==> src/rtl/modport_bank_ctrl_pkg.sv <==
// Shared types and field widths for the single-bank DRAM controller.
package modport_bank_ctrl_pkg;

   localparam int T_RC_WIDTH     = 8;
   localparam int T_RCD_WIDTH    = 8;
   localparam int T_RP_WIDTH     = 8;
   localparam int T_RAS_WIDTH    = 8;
   localparam int T_RTP_WIDTH    = 8;
   localparam int T_WTP_WIDTH    = 8;
   localparam int T_CCD_WIDTH    = 8;
   localparam int ROW_OPEN_WIDTH = 8;
   localparam int AXI_ID_WIDTH   = 4;
   localparam int AXI_LEN_WIDTH  = 4;
   localparam int DRAM_BA_WIDTH  = 2;
   localparam int DRAM_RA_WIDTH  = 14;
   localparam int DRAM_CA_WIDTH  = 10;

   typedef enum logic {
      ST_CLOSED = 1'b0,
      ST_OPEN   = 1'b1
   } bank_state_t;

endpackage

==> src/rtl/modport_bank_timer.sv <==
// Load-and-count-down timer; holds at zero until the next load.
module modport_bank_timer #(
   parameter int WIDTH = 8
) (
   input  logic             clk,
   input  logic             rst_n,
   input  logic             load,
   input  logic [WIDTH-1:0] load_val,
   output logic             is_zero
);

   logic [WIDTH-1:0] cnt;

   // Load on the triggering command, otherwise count down and saturate at 0.
   always_ff @(posedge clk) begin
      if (!rst_n) begin
         cnt <= '0;
      end else if (load) begin
         cnt <= load_val;
      end else if (cnt != '0) begin
         cnt <= cnt - WIDTH'(1);
      end
   end

   assign is_zero = (cnt == '0);

endmodule

==> src/rtl/modport_bank_ctrl.sv <==
// Single-bank controller: tracks the open row and issues timed ACT/RD/WR/PRE.
//
// state     | meaning
// ----------+-----------------------------------------------
// ST_CLOSED | no row open; waiting for tRP/tRC before ACT
// ST_OPEN   | cur_row open; serving hits, precharging on miss/idle
module modport_bank_ctrl
   import modport_bank_ctrl_pkg::*;
#(
   parameter int BK_ID = 0
) (
   input  logic                      clk,
   input  logic                      rst_n,
   input  logic [T_RC_WIDTH-1:0]     t_rc_m1,
   input  logic [T_RCD_WIDTH-1:0]    t_rcd_m1,
   input  logic [T_RP_WIDTH-1:0]     t_rp_m1,
   input  logic [T_RAS_WIDTH-1:0]    t_ras_m1,
   input  logic [T_RTP_WIDTH-1:0]    t_rtp_m1,
   input  logic [T_WTP_WIDTH-1:0]    t_wtp_m1,
   input  logic [T_CCD_WIDTH-1:0]    t_ccd_m1,
   input  logic [ROW_OPEN_WIDTH-1:0] row_open_cnt,
   input  logic                      req_valid,
   output logic                      req_ready,
   input  logic [AXI_ID_WIDTH-1:0]   req_id,
   input  logic [DRAM_RA_WIDTH-1:0]  req_ra,
   input  logic [DRAM_CA_WIDTH-1:0]  req_ca,
   input  logic                      req_wr,
   input  logic [AXI_LEN_WIDTH-1:0]  req_len,
   output logic                      act_gnt,
   output logic                      rd_gnt,
   output logic                      wr_gnt,
   output logic                      pre_gnt,
   output logic                      ref_gnt,
   output logic [DRAM_BA_WIDTH-1:0]  ba,
   output logic [DRAM_RA_WIDTH-1:0]  ra,
   output logic [DRAM_CA_WIDTH-1:0]  ca,
   output logic [AXI_ID_WIDTH-1:0]   id,
   output logic [AXI_LEN_WIDTH-1:0]  len
);

   bank_state_t               state;
   logic [DRAM_RA_WIDTH-1:0]  cur_row;
   logic [ROW_OPEN_WIDTH-1:0] idle_cnt;

   logic rc_z, rcd_z, rp_z, ras_z, rtp_z, wtp_z, ccd_z;
   logic act_c, rd_c, wr_c, pre_c;
   logic row_hit, pre_need;

   modport_bank_timer #(.WIDTH(T_RC_WIDTH)) u_t_rc (
      .clk(clk), .rst_n(rst_n), .load(act_c), .load_val(t_rc_m1), .is_zero(rc_z));
   modport_bank_timer #(.WIDTH(T_RCD_WIDTH)) u_t_rcd (
      .clk(clk), .rst_n(rst_n), .load(act_c), .load_val(t_rcd_m1), .is_zero(rcd_z));
   modport_bank_timer #(.WIDTH(T_RAS_WIDTH)) u_t_ras (
      .clk(clk), .rst_n(rst_n), .load(act_c), .load_val(t_ras_m1), .is_zero(ras_z));
   modport_bank_timer #(.WIDTH(T_RP_WIDTH)) u_t_rp (
      .clk(clk), .rst_n(rst_n), .load(pre_c), .load_val(t_rp_m1), .is_zero(rp_z));
   modport_bank_timer #(.WIDTH(T_RTP_WIDTH)) u_t_rtp (
      .clk(clk), .rst_n(rst_n), .load(rd_c), .load_val(t_rtp_m1), .is_zero(rtp_z));
   modport_bank_timer #(.WIDTH(T_WTP_WIDTH)) u_t_wtp (
      .clk(clk), .rst_n(rst_n), .load(wr_c), .load_val(t_wtp_m1), .is_zero(wtp_z));
   modport_bank_timer #(.WIDTH(T_CCD_WIDTH)) u_t_ccd (
      .clk(clk), .rst_n(rst_n), .load(rd_c | wr_c), .load_val(t_ccd_m1), .is_zero(ccd_z));

   // Grant decode; gated by rst_n so nothing is issued while reset is held.
   always_comb begin
      act_c    = 1'b0;
      rd_c     = 1'b0;
      wr_c     = 1'b0;
      pre_c    = 1'b0;
      row_hit  = (req_ra == cur_row);
      pre_need = (req_valid && !row_hit) || (!req_valid && (idle_cnt == row_open_cnt));
      if (rst_n) begin
         case (state)
            ST_CLOSED: act_c = req_valid && rp_z && rc_z;
            ST_OPEN: begin
               if (req_valid && row_hit && rcd_z && ccd_z) begin
                  rd_c = !req_wr;
                  wr_c = req_wr;
               end
               pre_c = pre_need && ras_z && rtp_z && wtp_z;
            end
            default: ;
         endcase
      end
   end

   // Open-row FSM and idle counter feeding the auto-precharge decision.
   always_ff @(posedge clk) begin
      if (!rst_n) begin
         state    <= ST_CLOSED;
         cur_row  <= '0;
         idle_cnt <= '0;
      end else begin
         if (act_c || rd_c || wr_c || pre_c) begin
            idle_cnt <= '0;
         end else if (state == ST_OPEN && idle_cnt < row_open_cnt) begin
            idle_cnt <= idle_cnt + ROW_OPEN_WIDTH'(1);
         end
         if (act_c) begin
            state   <= ST_OPEN;
            cur_row <= req_ra;
         end else if (pre_c) begin
            state <= ST_CLOSED;
         end
      end
   end

   assign act_gnt   = act_c;
   assign rd_gnt    = rd_c;
   assign wr_gnt    = wr_c;
   assign pre_gnt   = pre_c;
   assign ref_gnt   = 1'b0;
   assign req_ready = rd_c | wr_c;
   assign ba        = DRAM_BA_WIDTH'(BK_ID);
   assign ra        = act_c ? req_ra : cur_row;
   assign ca        = req_ca;
   assign id        = req_id;
   assign len       = req_len;

endmodule

==> config.mk <==
export PLATFORM = sky130hd
export DESIGN_NAME = modport_bank_ctrl
export DESIGN_NICKNAME = d
export VERILOG_FILES = /design/src/rtl/modport_bank_ctrl_pkg.sv /design/src/rtl/modport_bank_timer.sv /design/src/rtl/modport_bank_ctrl.sv
export SDC_FILE = /design/constraint.sdc
export NUM_CORES = 1
export LEC_CHECK = 0
export CORE_UTILIZATION = 30
export CTS_BUF_LIST = sky130_fd_sc_hd__clkbuf_16
export CTS_CLUSTER_SIZE = 16
export DETAILED_ROUTE_END_ITERATION = 8
export PLACE_DENSITY = 0.65
export SETUP_SLACK_MARGIN = 0.05
export SLEW_MARGIN = 20
export SYNTH_ARGS = -nofsm -noshare
export SYNTH_HDL_FRONTEND = slang
export SYNTH_SLANG_ARGS = --single-unit
==> constraint.sdc <==
create_clock -name clk -period 2.9 [get_ports clk]
set_clock_uncertainty 0.05 [all_clocks]
set_input_delay 0.58 -clock clk [delete_from_list [all_inputs] [get_ports clk]]
set_output_delay 0.58 -clock clk [all_outputs]
set_load 0.01 [all_outputs]
==> summary.txt, run 1 <==
STA
  • Final critical-path share of the clock period: 96.5%
  • Relative slew slack: about 48%
  • Fin crit period: 2800 ps
  • Worst slew pin tran: about 800 ps
  • Fmax: 357 MHz
  • Final hold vios: 0
  • RSZ-0062 raised after global routing: false
  • Endpoints failing setup: 0
  • Final Slew Violations: 0
  • Post-route setup slack: 100 ps

Flow run
  • Max_cap viols: 0

Worst hold path
  • Hold path cells: 2
  • Min-delay src: cur_row[7]$_SDFF_PN0_
  • Hold endpoint: cur_row[7]$_SDFF_PN0_
  • Type of the most critical hold path: flip-flop to flip-flop

Drt
  • Routed wire length: ~12000 µm
  • Final ANT Viol Nets: 0
  • Routed len/inst: between 10 and 15 µm
  • First-pass detailed-route iteration total: 4
  • Post-DR vias/cell: ~4.7
  • Initial DRC Count: 153
  • Post-route DRC: 0
  • Vias after detailed routing: 4450

Synth
  • Post-synthesis sequential area ratio: 34.0%
  • Synth area leaders: dfxtp_1 (34%), xnor2_1 (7.7%), nand2_1 (7.2%)
  • Most numerous cell in the Yosys netlist: nand2_1
  • Area leader, netlist: dfxtp_1
  • Synthesis Warnings: 0
  • Post-Syn Instances: ~600
  • Commonest cells post-synth: nand2_1 (89), dfxtp_1 (79), nor2_1 (60), a21oi_1 (58), xnor2_1 (41)
  • Unique masters post-synth: 47
  • Synth Register Bits: 79
  • Post-synth ARST share: 0%
  • Post-synthesis cell area: 4650 µm²
  • Prevailing post-synth register cell: dfxtp_1
  • EDFF count, synth: 0
  • Avg Cell Area, Syn: 7.80 µm²
  • Top-area cell type share of the netlist area: ~34%

Place
  • DP Area: 6110 µm²
  • Placement Setup Slack: -683 ps
  • I/O Buffers: 100
  • GPL Wtd Cong: a little under 0.8
  • Placed Cells: 904
  • Detailed placer's ending HPWL: 8910 µm

Power
  • Total chip power: about 5.5 mW
  • Worst vdd ir: 0.307 mV
  • Pwr dens: 838 nW/µm²
  • Leakage: 2.77 nW

Setup path
  • CP Launch Type: primary input
  • Reg2Reg Setup Slack: about 300 ps
  • Worst EP required: between 2000 and 2500 ps
  • Crit path DAT: 2170 ps
  • Crit Path Category: primary input to output pin
  • Worst R2R Path Depth: 8
  • Worst reg2reg startpoint: u_t_rcd.cnt[2]$_SDFFE_PN0P_
  • Crit path max fanout: 3
  • Critical Path Sink Type: output pin
  • FF-to-FF End: u_t_rtp.cnt[7]$_SDFFE_PN0P_

Clock tree
  • Bufs on Longest Clock Path: 2
  • Clk_lat worst skew: 340 ps
  • CTS Buf Count: 9
  • CTS root buf: clkbuf_16
  • H-tree depth: 3
  • TritonCTS Sinks: about 80
  • CTS tree: yes
  • Hold buffers post-CTS: 0
  • Reg clk slew, reported paths: roughly 50 ps

Floorplanning
  • Die H: 126 µm
  • Die width: between 100 and 150 µm
  • Die ar.: 16000 µm²
  • I/O pins: 140
  • Effective utilization at floorplan: 30.7%
  • Core Region: 15100 µm²
  • FP Rows: 45

Cells and area
  • Final non-filler cell total: 938
  • Post-route cell area: 6600 µm²
  • Net count, final: 865
  • Register area: 1580 µm²
  • # diodes: 0
  • Share of cells above drive strength 1: 20.4%
  • Fin util: 43.5%
  • Area delta synth->final: 41.8%
  • Multi-input logic area: 2900 µm²
  • Fillcell total: 1547

GRT
  • Gr usage total: between 15 and 20%
  • Antenna violations before repair: 0
  • Via count of the first global-routing pass: 4329
  • First-pass GRT wire length: 20900 µm
  • Pin count of the biggest net entering global routing: 67
  • Congestion Overflow GR: 0

Run status
  • Status: finished, final reports clean
## layout by cell type (no fill, tap or decap), types with 13 or more instances in the layout
| master | n |
|---|---|
| ha_1 | 14 |
| o21ai_0 | 15 |
| a21oi_1 | 58 |
| nor2_1 | 57 |
| mux2i_1 | 13 |
| nor3_1 | 25 |
| clkbuf_2 | 18 |
| buf_4 | 74 |
| dfxtp_1 | 79 |
| nand2_1 | 89 |
| xnor2_1 | 39 |
| inv_1 | 29 |
| clkdlybuf4s50_1 | 58 |
## layout make-up
class,instances,area share (%)
Multi-Input combinational cell,446,43.9
Sequential cell,79,24.0
Timing Repair Buffer,179,23.0
Tap cell,188,3.57
Clock buffer,9,3.41
Inverter,31,1.76
Clock inverter,6,0.360
## per-layer routing
metal	up-vias	wire length [µm]	track usage, %
li1	2334	-	-
met1	1992	5830	20.0
met2	110	5530	26.8
met3	14	936	6.33
met4	0	188	5.17
met5	-	0	0
## report_power, final
group          switching, mW  total, mW  internal (mW)
sequential             0.262       1.66           1.40
combinational           1.41       2.88           1.47
clock                  0.430      0.987          0.558
## cells by family (layout without fill, tap and decap cells)
family,after synthesis,after routing,share of synthesized area [%]
adder cells (fa/ha/maj),19,19,5.11
buffers and inverters,73,225,7.99
XOR/XNOR,48,48,9.04
other,1,3,0.0807
AO/OA/AOI/OAI,101,101,12.7
flip-flops,79,79,34.0
multiplexers,13,13,2.80
AND/OR/NAND/NOR,262,262,28.3
## state kept, by name, indices dropped and copies added, names as in the netlist
| register | flops |
|---|---|
| u_t_rc.cnt | 8 |
| u_t_ccd.cnt | 8 |
| idle_cnt | 8 |
| u_t_rcd.cnt | 8 |
| u_t_rp.cnt | 8 |
| u_t_ras.cnt | 8 |
| cur_row | 14 |
| state | 1 |
| u_t_wtp.cnt | 8 |
| u_t_rtp.cnt | 8 |
## critical path, cell delays in order
cell           delay [ps]
dlygate4sd2_1         250
xnor2_1               140
nand4_1               160
or4_4                 490
buf_6                 160
nor4_2                220
buf_2                 160
## worst max-delay path by stage
| stage | from | to | slack (ps) | cells after the start |
|---|---|---|---|---|
| finish | req_ra[5] | rd_gnt | 100 | 7 |
| global route | u_t_rcd.cnt[2]$_SDFFE_PN0P_ | wr_gnt | 40 | 7 |
| CTS | req_ra[9] | rd_gnt | 20 | 7 |
| detailed placement | req_ra[13] | rd_gnt | -680 | 6 |
| global placement | req_ra[13] | rd_gnt | -660 | 6 |
| floorplan | u_t_rp.cnt[2]$_SDFFE_PN0P_ | ra[10] | 100 | 7 |
## per-stage QoR
stage               hold WS [ps]  setup TNS (ps)
floorplan                    416               0
global placement             432          -12950
detailed placement           439          -12870
CTS                          449               0
global route                 479               0
finish                       448               0
## what timing repair did
item / 4_1_cts / 5_1_grt
endpoints found under the setup margin: 19 / 26
cloned: 0 / 1
pin swaps: 27 / 17
buffers inserted: 16 / 2
resized for setup: 104 / 39
No activity file was read; power rests on OpenSTA's default activity.
==> inputs of run 2 (changes only) <==
- CELL_PAD_IN_SITES_DETAIL_PLACEMENT: not set -> 0
- CELL_PAD_IN_SITES_GLOBAL_PLACEMENT: not set -> 1
- DONT_BUFFER_PORTS: not set -> 1
- PLACE_DENSITY: 0.65 -> 0.66
- clock period: 2.9 -> 3.5 ns (I/O delays scaled with it)
==> run 2 against run 1 <==
Against the previous run: global-route usage fell by 0.92 points; clock power fell by 15%; via count fell by 11%; worst setup slack improved by 240 ps; first-iteration DRC count rose by 2.6%; register-to-register slack improved by 580 ps; core utilization fell by 10 points; largest cell class unchanged; largest power group unchanged.
==> summary.txt, run 2 (synthesized netlist as in run 1, its figures left out) <==
Clock tree
  • Reg clk slew, reported paths: 60 ps (was 50 ps)
  • Clk_lat worst skew: 340 ps (about the same)
  • TritonCTS Sinks: 79 (unchanged)
  • H-tree depth: 3 (unchanged)
  • Bufs on Longest Clock Path: 2 (unchanged)
  • Post CTS Setup Buffer Count: 0 (was 16)
  • Hold buffers post-CTS: 0 (unchanged)
  • Number of gates resized after CTS: 0 (was 104)
  • CTS tree: yes (unchanged)
  • CTS Buf Count: 9 (unchanged)
  • CTS root buf: clkbuf_16 (unchanged)

Cells and area
  • Share of cells above drive strength 1: 7.16% (was 20.4%)
  • Max reg flops: 14 (unchanged)
  • Net count, final: 701 (was 865)
  • Area delta synth->final: 7.91% (was 41.8%)
  • Most frequent cells in the layout: nand2_1 (89), dfxtp_1 (79), nor2_1 (60), a21oi_1 (58), xnor2_1 (41) (was nand2_1 (89), dfxtp_1 (79), buf_4 (74), a21oi_1 (58), clkdlybuf4s50_1 (58))
  • Multi-input logic area: 2720 µm² (was 2900 µm²)
  • Fillcell total: 1590 (was 1547)
  • Leading cell type in the layout, fill and taps excluded: nand2_1 (unchanged)
  • Biggest register: cur_row (unchanged)
  • Fin util: 33.1% (was 43.5%)
  • Register area: 1580 µm² (unchanged)
  • # diodes: 0 (unchanged)

STA
  • RSZ-0062 raised after global routing: false (unchanged)
  • Relative slew slack: 63.8% (was 48.2%)
  • Final Slew Violations: 0 (unchanged)
  • Endpoints failing setup: 0 (unchanged)
  • Fin crit period: 3160 ps
  • Final critical-path share of the clock period: approximately nine tenths
  • Worst slew pin tran: 542 ps (was 778 ps)
  • Fmax: ~320 MHz
  • TNS Setup: 0 ps (unchanged)
  • Fin Hold WS: 425 ps (was 448 ps)
  • Final hold vios: 0 (unchanged)

Setup path
  • Worst EP required: 2750 ps (was 2270 ps)
  • Family with the most delay on the worst path: simple AND/OR/NAND/NOR gates (unchanged)
  • CP most frequent cell: nand2_1
  • Delay of the slowest critical-path stage: 630 ps (was 490 ps)
  • Reg2Reg Setup Slack: 880 ps (was 300 ps)
  • CP Launch Type: flip-flop (was primary input)
  • Crit path DAT: 2410 ps (was 2170 ps)
  • Worst R2R Path Depth: 6 (was 8)
  • CP bufs+invs: 2 (was 3)
  • FF-to-FF End: u_t_wtp.cnt[7]$_SDFFE_PN0P_ (was u_t_rtp.cnt[7]$_SDFFE_PN0P_)
  • Crit Path Category: flip-flop to output pin (was primary input to output pin)
  • Worst reg2reg startpoint: u_t_rcd.cnt[2]$_SDFFE_PN0P_ (unchanged)
  • Worst path depth: 7 (unchanged)
  • Crit-path cells: or4_1 > nor4_2 > buf_4 > nand2_1 > buf_4 > nand2_1 > nand2_1 (was dlygate4sd2_1 > xnor2_1 > nand4_1 > or4_4 > buf_6 > nor4_2 > buf_2)
  • Crit path max fanout: 25 (was 3)
  • Critical Path Slowest Stage Cell: or4_1 (was or4_4)
  • Critical Path Sink Type: output pin (unchanged)

Drt
  • Vias after detailed routing: 3977 (was 4450)
  • Routed len/inst: 15.3 µm (was 13.3 µm)
  • Post-DR vias/cell: 5.13 (was 4.74)
  • Routed wire length: 11900 µm (was 12500 µm)
  • Initial DRC Count: 157 (was 153)
  • Post-route DRC: 0 (unchanged)
  • Final ANT Viol Nets: 0 (unchanged)
  • First-pass detailed-route iteration total: 4 (unchanged)

Worst hold path
  • Min-delay src: rst_n (was cur_row[7]$_SDFF_PN0_)
  • Hold endpoint: u_t_ccd.cnt[1]$_SDFFE_PN0P_ (was cur_row[7]$_SDFF_PN0_)
  • Type of the most critical hold path: primary input to flip-flop (was flip-flop to flip-flop)
  • Hold path cells: 2 (unchanged)

Place
  • GPL Wtd Cong: 0.807 (was 0.790)
  • I/O Buffers: 0 (was 100)
  • Detailed placer's ending HPWL: 8920 µm (was 8910 µm)

Floorplanning
  • Die H: 126 µm (unchanged)
  • FP Rows: 45 (unchanged)
  • Die width: 126 µm (unchanged)
  • I/O pins: 140 (unchanged)
  • Core Region: 15100 µm² (unchanged)
  • Die ar.: 16000 µm² (unchanged)
  • Effective utilization at floorplan: 30.7% (unchanged)

GRT
  • Gr usage total: 15.6% (was 16.5%)
  • Antenna violations before repair: 0 (unchanged)
  • Congestion Overflow GR: 0 (unchanged)
  • First-pass GRT wire length: 19500 µm (was 20900 µm)
  • Via count of the first global-routing pass: 3834 (was 4329)
  • Pin count of the biggest net entering global routing: 40 (was 67)

Power
  • Total chip power: 4.28 mW (was 5.53 mW)
  • Pwr dens: 853 nW/µm² (was 838 nW/µm²)
  • Leakage: 1.99 nW (was 2.77 nW)
  • Worst vdd ir: 0.335 mV (was 0.307 mV)

Run status
  • Status: finished, final reports clean (unchanged)

Flow run
  • Max_cap viols: 0 (unchanged)
==> run 2: changes by cell type in the layout (fill, tap and decap cells not counted), moves of 5 or more <==
cell	change
clkdlybuf4s50_1	-58
clkbuf_2	-18
ha_1	+5
inv_2	-5
clkdlybuf4s15_1	-6
ha_4	-5
buf_4	-59
dlygate4sd2_1	-10
==> run 2: worst max-delay path by stage <==
| stage | slack, ps | endpoint | from |
|---|---|---|---|
| after floorplan | 520 | ra[10] | rst_n |
| after global placement | 490 | rd_gnt | req_ra[10] |
| after detailed placement | 470 | ra[5] | u_t_rp.cnt[2]$_SDFFE_PN0P_ |
| after CTS | 100 | ra[5] | u_t_rp.cnt[2]$_SDFFE_PN0P_ |
| after global routing | 150 | ra[5] | u_t_rp.cnt[2]$_SDFFE_PN0P_ |
| final | 340 | ra[5] | u_t_rp.cnt[2]$_SDFFE_PN0P_ |
==> run 2: stage by stage <==
| stage | area (µm²) | instances | setup WS (ps) |
|---|---|---|---|
| finish | 5020 | 775 | 345 |
| global placement | 4760 | 759 | 490 |
| floorplan | 4660 | 598 | 525 |
| global route | 5020 | 775 | 149 |
| detailed placement | 4760 | 759 | 474 |
| CTS | 5020 | 775 | 103 |
==> run 2: routing by layer <==
| layer | share of wire (%) | global-route usage (%) | up-vias |
|---|---|---|---|
| met5 | 0 | 0 | - |
| met4 | 1.8 | 6.24 | 0 |
| met3 | 5.3 | 4.64 | 20 |
| met2 | 45 | 24.6 | 91 |
| met1 | 48 | 19.8 | 1854 |
| li1 | - | - | 2012 |
==> run 2: final cells by class <==
type / count / share of cell area [%]
Clock inverter: 7 / 0.599
Clock buffer: 9 / 4.49
Sequential cell: 79 / 31.5
Timing Repair Buffer: 15 / 2.24
Multi-Input combinational cell: 446 / 54.1
Tap cell: 188 / 4.69
Inverter: 31 / 2.32
==> run 2: power breakdown <==
part / internal [mW] / total [mW] / leakage (nW) / switching (mW)
clock: 0.467 / 0.842 / 0.129 / 0.375
combinational: 0.959 / 2.03 / 1.21 / 1.07
sequential: 1.16 / 1.41 / 0.648 / 0.252
total: 2.58 / 4.28 / 1.99 / 1.70
==> run 2: worst reg2reg max path, delay by kind of cell, from the launching register on <==
kind,cells,cell delay (ps)
compound gates,1,350
buf+inv,1,230
flops,1,340
simple gates,4,1560
==> inputs of run 3 (changes only) <==
- SLEW_MARGIN: 20 -> not set
==> results of run 3 <==
Final layout, timing and power as in run 2 (identical DEF).
